### config.mk
export PLATFORM = sky130hd
export DESIGN_NAME = mindy_frame_sequencer
export DESIGN_NICKNAME = d
export VERILOG_FILES = /design/src/rtl/mindy_frame_sequencer.sv
export SDC_FILE = /design/constraint.sdc
export NUM_CORES = 1
export LEC_CHECK = 0
export CAP_MARGIN = 30
export CORE_AREA = 3 3 632 634
export DETAILED_ROUTE_END_ITERATION = 10
export DIE_AREA = 0 0 635 637
export GPL_TIMING_DRIVEN = 1
export PLACE_DENSITY = 0.33
export SYNTH_ARGS = -nofsm -noshare
export SYNTH_HDL_FRONTEND = slang
export SYNTH_SLANG_ARGS = --single-unit
### constraint.sdc
create_clock -name clk -period 12.8 [get_ports clk]
set_input_delay 1.28 -clock clk [delete_from_list [all_inputs] [get_ports clk]]
set_output_delay 1.28 -clock clk [all_outputs]
set_load 0.01 [all_outputs]
### src/rtl/mindy_frame_sequencer.sv
// mindy_frame_sequencer: cuts a raw AXIS stream into frames of frame_beats beats and appends one meta-data beat per frame.
// Latency: frame data is a combinational pass-through; the MD beat is valid one cycle after the last frame beat.
// Backpressure: IN_TREADY follows FD_OUT_TREADY inside a frame; input is stalled while the MD beat waits for MD_OUT_TREADY.
//
// Ports:
//   clk, reset (async, active-high)
//   start (pulse), stop (level), frame_beats, frame_limit (0 = unlimited) -> busy, frames_done
//   AXIS_IN_*     : raw frame data in
//   AXIS_FD_OUT_* : gated frame data out
//   AXIS_MD_OUT_* : one meta-data beat per frame {marker, fb, ts0, fnum}
module mindy_frame_sequencer #(
  parameter int DATA_WBITS  = 512,
  parameter int BEAT_WBITS  = 16,
  parameter int FRAME_WBITS = 32
) (
  input  logic                   clk,
  input  logic                   reset,
  input  logic                   start,
  input  logic                   stop,
  input  logic [BEAT_WBITS-1:0]  frame_beats,
  input  logic [FRAME_WBITS-1:0] frame_limit,
  output logic                   busy,
  output logic [FRAME_WBITS-1:0] frames_done,
  input  logic [DATA_WBITS-1:0]  AXIS_IN_TDATA,
  input  logic                   AXIS_IN_TVALID,
  output logic                   AXIS_IN_TREADY,
  output logic [DATA_WBITS-1:0]  AXIS_FD_OUT_TDATA,
  output logic                   AXIS_FD_OUT_TVALID,
  input  logic                   AXIS_FD_OUT_TREADY,
  output logic [DATA_WBITS-1:0]  AXIS_MD_OUT_TDATA,
  output logic                   AXIS_MD_OUT_TVALID,
  input  logic                   AXIS_MD_OUT_TREADY
);

  typedef enum logic [1:0] {
    S_IDLE  = 2'd0,
    S_FRAME = 2'd1,
    S_MD    = 2'd2
  } state_t;

  localparam logic [BEAT_WBITS-1:0]  BEAT_ONE  = BEAT_WBITS'(1);
  localparam logic [FRAME_WBITS-1:0] FRAME_ONE = FRAME_WBITS'(1);
  localparam logic [15:0]            MD_MARKER = 16'hA5C3;

  state_t                 state_q, state_d;
  logic [31:0]            ts_q, ts_d;
  logic [BEAT_WBITS-1:0]  fb_q, fb_d;
  logic [FRAME_WBITS-1:0] fl_q, fl_d;
  logic [FRAME_WBITS-1:0] fnum_q, fnum_d;
  logic [BEAT_WBITS-1:0]  bcnt_q, bcnt_d;
  logic [31:0]            ts0_q, ts0_d;
  logic [FRAME_WBITS-1:0] frames_done_q, frames_done_d;
  logic                   busy_q, busy_d;
  logic                   md_vld_q, md_vld_d;
  logic [DATA_WBITS-1:0]  md_dat_q, md_dat_d;

  logic                   in_rdy;
  logic                   fd_vld;
  logic                   fd_hs;
  logic                   md_hs;
  logic [FRAME_WBITS-1:0] fnum_inc;
  logic [31:0]            fnum_ext;
  logic [15:0]            fb_ext;

  always_comb begin
    state_d       = state_q;
    ts_d          = ts_q + 32'd1;
    fb_d          = fb_q;
    fl_d          = fl_q;
    fnum_d        = fnum_q;
    bcnt_d        = bcnt_q;
    ts0_d         = ts0_q;
    frames_done_d = frames_done_q;
    busy_d        = busy_q;
    md_vld_d      = md_vld_q;
    md_dat_d      = md_dat_q;
    in_rdy        = 1'b0;
    fd_vld        = 1'b0;
    fd_hs         = 1'b0;
    md_hs         = 1'b0;
    fnum_inc      = fnum_q + FRAME_ONE;
    fnum_ext      = '0;
    fnum_ext[FRAME_WBITS-1:0] = fnum_q;
    fb_ext        = '0;
    fb_ext[BEAT_WBITS-1:0]    = fb_q;

    case (state_q)
      S_IDLE: begin
        if (start && (frame_beats != '0)) begin
          fb_d          = frame_beats;
          fl_d          = frame_limit;
          fnum_d        = '0;
          bcnt_d        = '0;
          frames_done_d = '0;
          busy_d        = 1'b1;
          state_d       = S_FRAME;
        end
      end

      S_FRAME: begin
        in_rdy = AXIS_FD_OUT_TREADY;
        fd_vld = AXIS_IN_TVALID;
        fd_hs  = AXIS_IN_TVALID & AXIS_FD_OUT_TREADY;
        if (fd_hs) begin
          if (bcnt_q == '0) begin
            ts0_d = ts_q;
          end
          if (bcnt_q == (fb_q - BEAT_ONE)) begin
            bcnt_d   = '0;
            md_vld_d = 1'b1;
            state_d  = S_MD;
            // ts0_d (not ts0_q) so a one-beat frame carries its own timestamp.
            md_dat_d        = '0;
            md_dat_d[31:0]  = fnum_ext;
            md_dat_d[63:32] = ts0_d;
            md_dat_d[79:64] = fb_ext;
            md_dat_d[95:80] = MD_MARKER;
          end else begin
            bcnt_d = bcnt_q + BEAT_ONE;
          end
        end else if (stop && (bcnt_q == '0)) begin
          // Only leave between frames; a stop seen mid-frame waits for the MD beat.
          busy_d  = 1'b0;
          state_d = S_IDLE;
        end
      end

      S_MD: begin
        md_hs = md_vld_q & AXIS_MD_OUT_TREADY;
        if (md_hs) begin
          md_vld_d      = 1'b0;
          fnum_d        = fnum_inc;
          frames_done_d = frames_done_q + FRAME_ONE;
          if (stop || ((fl_q != '0) && (fnum_inc == fl_q))) begin
            busy_d  = 1'b0;
            state_d = S_IDLE;
          end else begin
            state_d = S_FRAME;
          end
        end
      end

      default: begin
        state_d = S_IDLE;
      end
    endcase
  end

  always_ff @(posedge clk or posedge reset) begin
    if (reset) begin
      state_q       <= S_IDLE;
      ts_q          <= '0;
      fb_q          <= '0;
      fl_q          <= '0;
      fnum_q        <= '0;
      bcnt_q        <= '0;
      ts0_q         <= '0;
      frames_done_q <= '0;
      busy_q        <= 1'b0;
      md_vld_q      <= 1'b0;
      md_dat_q      <= '0;
    end else begin
      state_q       <= state_d;
      ts_q          <= ts_d;
      fb_q          <= fb_d;
      fl_q          <= fl_d;
      fnum_q        <= fnum_d;
      bcnt_q        <= bcnt_d;
      ts0_q         <= ts0_d;
      frames_done_q <= frames_done_d;
      busy_q        <= busy_d;
      md_vld_q      <= md_vld_d;
      md_dat_q      <= md_dat_d;
    end
  end

  assign busy               = busy_q;
  assign frames_done        = frames_done_q;
  assign AXIS_IN_TREADY     = in_rdy;
  assign AXIS_FD_OUT_TDATA  = AXIS_IN_TDATA;
  assign AXIS_FD_OUT_TVALID = fd_vld;
  assign AXIS_MD_OUT_TDATA  = md_dat_q;
  assign AXIS_MD_OUT_TVALID = md_vld_q;

endmodule

After elaboration in Yosys (flattened, before gate mapping)
Cells that the tools add are included.
{"block": "classes", "n_addsub": 5, "eq_ne": 13, "n_mux": 29, "bitwise_logic": 2, "n_reduce_logical": 20}
{"op": "$mux 32", "count": 4}
{"op": "$pmux 32 s2", "count": 2}
{"op": "$add 32x1->32 const B", "count": 3}
{"op": "$mux 16", "count": 3}
{"op": "$eq 32x32->1", "count": 1}
{"op": "$pmux 16 s2", "count": 1}
{"op": "$reduce_bool 32->1", "count": 1}
{"op": "$add 16x1->16 const B", "count": 1}
{"op": "$eq 16x16->1", "count": 1}
{"op": "$logic_not 16->1", "count": 1}
{"op": "$reduce_bool 16->1", "count": 1}
{"op": "$sub 16x1->16 const B", "count": 1}
{"op": "$ne 2x2->1 const B", "count": 7}
{"op": "$mux 1", "count": 11}
{"op": "$mux 2", "count": 5}
{"op": "$reduce_and 3->1", "count": 3}
{"op": "$reduce_and 4->1", "count": 2}
{"op": "$ne 3x3->1 const B", "count": 2}
{"op": "$pmux 2 s3", "count": 1}
{"op": "$reduce_and 6->1", "count": 1}
{"op": "$reduce_bool 2->1", "count": 3}
{"op": "$reduce_and 2->1", "count": 2}
{"op": "$logic_and 1x1->1", "count": 3}
{"op": "$pmux 1 s3", "count": 1}
{"op": "7 further kinds", "count": 8}
{"block": "word_totals", "register_bits": 277, "inputBits": 567, "output_inout_bits": 1060}

Longest topological paths before layout
Gate-level depths: netlist of the first run.
{"block": "logic_depth", "depth_word": 7, "depth_mapped": 13}

Least setup slack after synthesis of the first run
Ideal clock, no wire load.
{"block": "synth_timing", "kind": "input-to-reg", "start": "input port frame_beats[9]", "end": "register fl_q[0]", "setup_time_ps": 125, "arrival_ps": 3532, "required_time_ps": 12675, "path_slack_ps": 9144, "cell_stages": 7, "n_path_buf": 3, "path_cell_list": "or4_1 > o41ai_1 > or2_2 > clkbuf_1 > buf_2 > buf_1 > mux2_2"}
{"block": "synth_via", "elab_chain_cells": 3}
{"element": "start, declared", "line_no": "20", "rtl": "input logic [BEAT_WBITS-1:0] frame_beats,"}
{"element": "$reduce_bool 16->1", "line_no": "89", "rtl": "if (start && (frame_beats != '0)) begin"}
{"element": "$logic_and 1x1->1", "line_no": "89"}
{"element": "$reduce_and 2->1 (no source line)"}
{"element": "end signal, assigned", "line_no": "166", "rtl": "fl_q <= fl_d;"}
{"element": "end, declared", "line_no": "48", "rtl": "logic [FRAME_WBITS-1:0] fl_q, fl_d;"}
No other way between the ends.
A chain may end at the register's enable or synchronous reset.

Worst setup path in the final report of the first run
{"block": "layout_timing", "start": "register fnum_q[0], in the netlist fnum_ext[0]", "end": "register busy_q, in the netlist busy"}
{"block": "layout_via", "elab_chain_cells": 6}
{"element": "start, declared", "line_no": "49", "rtl": "logic [FRAME_WBITS-1:0] fnum_q, fnum_d;"}
{"element": "start signal, assigned", "line_no": "167", "rtl": "fnum_q <= fnum_d;"}
{"element": "$add 32x1->32", "line_no": "81", "rtl": "fnum_inc = fnum_q + FRAME_ONE;"}
{"element": "$eq 32x32->1", "line_no": "134", "rtl": "if (stop || ((fl_q != '0) && (fnum_inc == fl_q))) begin"}
{"element": "$logic_and 1x1->1", "line_no": "134"}
{"element": "$logic_or 1x1->1", "line_no": "134"}
{"element": "$ne 2x2->1 (no source line)"}
{"element": "$reduce_and 6->1 (no source line)"}
{"element": "end signal, assigned", "line_no": "171", "rtl": "busy_q <= busy_d;"}
{"element": "end, declared", "line_no": "53", "rtl": "logic busy_q, busy_d;"}
No other way between the ends.

==> results of run 1 <==
worst max-delay path by stage:
stage	end	slack (ps)	depth (start not counted)
finish	busy	8780	10
global route	busy	8400	10
global placement	fl_q[14]	8210	6
detailed placement	fl_q[16]	8150	6
CTS	busy	8590	10
floorplan	AXIS_MD_OUT_TDATA[0]	3880	1
layer usage:
metal  vias up  share of wire  GRT usage
met5         -         0.0014   0.000945
met4        20          0.041     0.0231
met3       202           0.25     0.0775
met2      1129           0.52      0.121
met1      5765           0.18     0.0349
li1       5289              -          -
sequential cells by signal (all words and copies together), names as in the netlist:
| signal | count |
|---|---|
| fnum_ext | 32 |
| fl_q | 32 |
| AXIS_MD_OUT_TVALID | 1 |
| AXIS_MD_OUT_TDATA | 81 |
| bcnt_q | 16 |
| fb_ext | 16 |
| state_q | 2 |
| ts0_q | 32 |
| frames_done | 32 |
| busy | 1 |
| ts_q | 32 |
synth_stat cells, types with 3 or more instances:
master     number  share of area
buf_4         945           0.34
dfrtp_1       277           0.33
mux2_2        124          0.067
nand2_1       116          0.021
o21ai_0        87          0.021
nor2_1         75          0.014
xnor2_1        73          0.031
xor2_1         55          0.023
nand3_1        54          0.013
clkbuf_1       53         0.0096
mux2i_1        35          0.017
nand4_1        35          0.011
inv_1          24         0.0044
a21oi_1        23         0.0056
nor3_1         22         0.0053
nor4_1         20         0.0060
and3_1         19         0.0057
o31ai_1        17         0.0062
and4_1         13         0.0055
and2_1         10         0.0030
ha_1           10         0.0060
nand2b_1        9         0.0027
buf_2           8         0.0019
or4_1           8         0.0029
a31oi_1         7         0.0021
o22ai_1         6         0.0018
o41ai_1         6         0.0025
or3_1           6         0.0018
nand4b_1        5         0.0021
a21o_1          4         0.0015
a22o_1          4         0.0017
nor2b_1         4         0.0012
buf_1           3        0.00054
nand3b_1        3         0.0011
nor4_2          3         0.0018
o2111ai_1       3         0.0013
o21a_1          3         0.0011
or2_2           3        0.00091
power breakdown:
group / leakage [nW] / switching [mW] / internal, mW
clock network: 0.509 / 0.406 / 0.522
registers: 3.72 / 0.167 / 0.974
logic: 4.35 / 0.474 / 0.323
total: 8.58 / 1.05 / 1.82
worst max-delay path, cell delays in order, from the launching register on:
cell       delay [ps]
dfrtp_1           560
ha_1              330
nand3_1           410
nor4_2            280
buf_4             270
nand2_1           110
a2111oi_0         760
o2111ai_1         470
nor4_4            480
o21ai_2            90
mux2i_1           150
kinds of logic after synthesis:
kind of cell / count (synthesis) / share of synthesized area
AO/OA/AOI/OAI: 179 / 0.0524
flip-flops: 277 / 0.335
XOR/XNOR: 128 / 0.0542
other: 1 / 0.000181
AND/OR/NAND/NOR: 421 / 0.108
adder cells (fa/ha/maj): 10 / 0.00605
multiplexers: 159 / 0.0844
buffers and inverters: 1035 / 0.360
through the flow:
stage	std cells	cell area [um2]	power, mW	hold slack, ps	setup WS, ps
floorplan	2633	22300	1.93	461	3880
global placement	7059	23400	1.97	473	8210
detailed placement	7064	23600	1.98	473	8150
CTS	7120	24600	2.95	488	8590
global route	7120	24600	3.06	518	8400
finish	7128	24600	2.87	481	8780
cell type report:
cell class                 instances  area (um2)
antenna                            8        20.0
sequential                       277        6930
multi-input combinational       1321        7920
inverter                          24        97.6
clock inverter                    15         156
timing repair buffer             200        2050
tap                             5242        6560
fill                           46500      370000
clock buffer                      41         873
==> qor.csv, run 1 <==
stage,metric,value,unit
sta,skew,21.6,ps
placed_design,numPortBuffers,178,
cts,post_cts_buffers,0,
run,max-cap-violations,0,
min_path,hold_class,reg2reg,
cts,ctsHoldBuffers,0,
sta,finalCritPeriodShare,0.314,
worst_setup_path,r2r_cells,10,
pwr,power_density,116,mW/mm2
min_path,hold_depth,2,
placed_design,place.gp.congestion,0.715,
pwr,ir_drop,117,uV
floorplanning,io_pins,1627,
synth,netlist_area,0.0207,mm2
routing,dr.pass1.iters,5,
pwr,power_leakage,8.58,nW
worst_setup_path,cp-start-kind,register,
floorplanning,chipWidth,635,um
worst_setup_path,critical_path.max_fanout,16,
synth,ys_seq_area_frac,0.335,
routing,routed_via_density,1.74,
routing,drt_iter0_drc,551,
sta,final-max-slew-violation-count,0,
global_route,grtUsageTotal,0.0655,
cts,cts_buffers,31,
cts,post_cts_resized,0,
synth,synthDistinctLibCells,67,
global_route,grt_max_degree,107,
sta,finalSetupTns,0,ps
worst_setup_path,reg2reg_to,busy,
sta,fmax,0.248,GHz
sta,relSlewSlack,0.335,
worst_setup_path,crit_type,reg2reg,
cts,clock-sinks,277,
floorplanning,die_h,637,um
worst_setup_path,r2r_start,fnum_ext[0],
global_route,grt_pass1_wl,167,mm
global_route,antenna_found_initial,34,
floorplanning,fp.coreArea,0.395,mm2
cts,clock_tree.root_cell,clkbuf_16,
min_path,hp-start,AXIS_MD_OUT_TDATA[50],
sta,hold_viol_final,0,
routing,drt-total-wl,139,mm
status,outcome,finished clean,
cts,h-tree-depth,1,
worst_setup_path,critical_path_required,13300,ps
synth,synth_edf_count,0,
synth,avgSynthCellArea,9.36,um2
routing,post_drt_wl_per_cell,19.6,um
cts,clk_path_buf_depth,3,
sta,finalSetupViolCount,0,
synth,syn_inst,2210,
floorplanning,start_util,0.0524,
sta,tightestPinTransition,997,ps
final_layout,final_util,0.0623,
global_route,grt_overflow,0,
worst_setup_path,critPathLaunch,fnum_ext[0],
routing,dr_total_vias,12400,
final_layout,drive_above_1_share,0.118,
floorplanning,rows,231,
final_layout,layout_common_cells,"conb_1, dfrtp_1, clkdlybuf4s50_1, mux2_2, nand2_1",
global_route,grt_pass1_vias,12200,
sta,rsz0062_at_grt,false,
final_layout,layout.nets,2432,
placed_design,dp_hpwl,125,mm
floorplanning,die_area,0.404,mm2
cts,clock_latency,620,ps
final_layout,area_growth_syn_to_layout,18.9,%
synth,synthArstFlopShare,1.00,
synth,synth_seq_cells,277,
cts,clk_pin_slew_worst_paths,70,ps
sta,min_period,4020,ps
worst_setup_path,cp.arrival,4520,ps
worst_setup_path,endpoint_kind,register,
cts,cts_tree,done,
min_path,hold_end,AXIS_MD_OUT_TDATA[50],
routing,drc,0,
synth,synth_warnings,0,
synth,synthFlopType,dfrtp_1,
routing,antenna_left,0,
worst_setup_path,r2r_setup_slack,8780,ps
final_layout,mostFrequentLayoutCell,conb_1,
No activity file was read; power rests on OpenSTA's default activity.
==> run 2: changes to the inputs <==
Settings changed: CORE_AREA 3 3 632 634 to 3 3 640 642, DIE_AREA 0 0 635 637 to 0 0 643 645.
Clock period 12.8 ns to 3.95 ns, I/O delays scaled along.
==> qor.csv, run 2 (synthesized netlist as in run 1, its figures left out) <==
stage,metric,value,unit
pwr,seqPwrFrac,0.396,
routing,drt-total-wl,138,mm
worst_setup_path,slowest_delay,450,ps
worst_setup_path,cp.depth,10,
sta,rsz0062_at_grt,false,
sta,hold_viol_final,0,
global_route,grt_max_degree,101,
routing,drc,0,
pwr,clkPwrFrac,0.314,
sta,min_period,3400,ps
placed_design,dpl_cell_area,0.0239,mm2
cts,clk_path_buf_depth,3,
floorplanning,rows,234,
final_layout,fillers,47600,
pwr,power_leakage,8.64,nW
floorplanning,fp.coreArea,0.405,mm2
cts,post_cts_buffers,0,
cts,clock_latency,610,ps
sta,final-max-slew-violation-count,0,
sta,hold_ws,240,ps
cts,h-tree-depth,1,
floorplanning,chipWidth,643,um
cts,post_cts_resized,0,
final_layout,drive_above_1_share,0.122,
pwr,ir_drop,387,uV
global_route,grtUsageMet1,0.0380,
pwr,power,9.31,mW
routing,antenna_left,0,
worst_setup_path,crit_top_cell,o41ai_1,
sta,finalCritPeriodShare,0.860,
pwr,power_density,374,mW/mm2
sta,skew,23.1,ps
worst_setup_path,crit_buf_inv,2,
floorplanning,start_util,0.0511,
global_route,antenna_found_initial,29,
global_route,grtUsageTotal,0.0630,
pwr,switchingPower,3.40,mW
global_route,busiest_layer,met2,
worst_setup_path,path_cells,inv_1 -> ha_1 -> nor2b_1 -> a311oi_1 -> o41ai_1 -> o41ai_1 -> and4b_1 -> nand3b_1 -> buf_12 -> mux2_2,
cts,cts_tree,done,
cts,cts_buffers,29,
run,max-cap-violations,0,
worst_setup_path,endpoint_kind,register,
global_route,grt_pass1_wl,166,mm
global_route,grt_pass1_vias,12200,
worst_setup_path,critical_path.max_fanout,100,
min_path,hold_class,in2async,
floorplanning,die_area,0.415,mm2
routing,post_drt_wl_per_cell,18.9,um
cts,clock-sinks,277,
final_layout,mostFrequentLayoutCell,conb_1,
pwr,p_sw_frac,0.365,
final_layout,area_growth_syn_to_layout,20.4,%
sta,relSlewSlack,0.380,
worst_setup_path,r2r_start,fb_ext[1],
floorplanning,io_pins,1627,
global_route,grt_overflow,0,
pwr,p_comb_frac,0.290,
placed_design,place.gp.congestion,0.701,
cts,ctsHoldBuffers,0,
worst_setup_path,critPathLaunch,fb_ext[1],
final_layout,largest_reg_flops,81,
worst_setup_path,slowest_stage,dfrtp_1,
final_layout,layout_common_cells,"conb_1, dfrtp_1, clkdlybuf4s50_1, mux2_2, nand2_1",
final_layout,layout.nets,2443,
cts,clk_pin_slew_worst_paths,60,ps
worst_setup_path,cp.arrival,3870,ps
floorplanning,die_h,645,um
worst_setup_path,crit_end,AXIS_MD_OUT_TDATA[14],
worst_setup_path,critical_path_required,4420,ps
worst_setup_path,reg2reg_to,AXIS_MD_OUT_TDATA[14],
worst_setup_path,crit_type,reg2reg,
routing,routed_via_density,1.72,
worst_setup_path,r2r_setup_slack,550,ps
sta,fmax,0.294,GHz
cts,clock_tree.root_cell,clkbuf_16,
worst_setup_path,r2r_cells,10,
routing,dr.pass1.iters,7,
global_route,use_met2,0.112,
routing,dr_total_vias,12600,
placed_design,numPortBuffers,178,
sta,finalSetupViolCount,0,
worst_setup_path,cp-start-kind,register,
pwr,intPower,5.91,mW
worst_setup_path,cp_top_family,simple AND/OR/NAND/NOR gates,
placed_design,dp_hpwl,124,mm
sta,tightestPinTransition,923,ps
final_layout,postLayoutCellArea,0.0249,mm2
routing,drt_iter0_drc,686,
status,outcome,finished clean,
global_route,grt_util_met3,0.0710,
-- run 2: cell types whose count changed in the layout (fill, tap and decap cells not counted), moves of 3 or more --
cell             before  now
clkdlybuf4s50_1     178  175
buf_4                17   28
buf_12                0    7
clkbuf_1              4    8
-- run 2: area by class of cell --
class,count,area (um2),area share
diodes,6,15.0,0.000603
clock buffers,42,825,0.0331
clock inverters,12,159,0.00638
inverters,24,93.8,0.00377
multi-input cells,1321,7920,0.318
flip-flops and latches,277,6930,0.278
well taps,5428,6790,0.273
repair buffers,213,2180,0.0877
-- run 2: worst min path at each step --
| stage | from | depth (start not counted) | end |
|---|---|---|---|
| finish | reset | 2 | frames_done[27] |
| global route | reset | 2 | frames_done[27] |
| CTS | reset | 2 | frames_done[19] |
| detailed placement | AXIS_MD_OUT_TDATA[50] | 2 | AXIS_MD_OUT_TDATA[50] |
| global placement | AXIS_MD_OUT_TDATA[61] | 2 | AXIS_MD_OUT_TDATA[61] |
| floorplan | ts_q[31] | 1 | ts_q[31] |
-- run 2: metrics by stage --
stage | utilization | worst slack, ps | cells | TNS [ps]
after global routing | 0.0615 | 215 | 7317 | 0
after detailed placement | 0.0590 | 410 | 7263 | 0
after global placement | 0.0588 | 425 | 7260 | 0
after floorplan | - | -110 | 2633 | -30570
final | 0.0615 | 552 | 7323 | 0
after CTS | 0.0615 | 547 | 7317 | 0
-- run 2: power by group through the flow --
stage          Clock (mW)  Combinational, mW  Sequential (mW)
6_report             2.92               2.70             3.68
5_1_grt              3.18               2.99             3.74
4_1_cts              3.10               2.77             3.69
3_5_place_dp            0               2.75             3.74
3_3_place_gp            0               2.75             3.74
2_1_floorplan           0               2.78             3.46
-- run 2: per-layer routing --
metal	share of wire	vias up
met3	0.24	224
met5	0.0024	-
met4	0.043	20
met1	0.21	5868
met2	0.50	1195
li1	-	5309
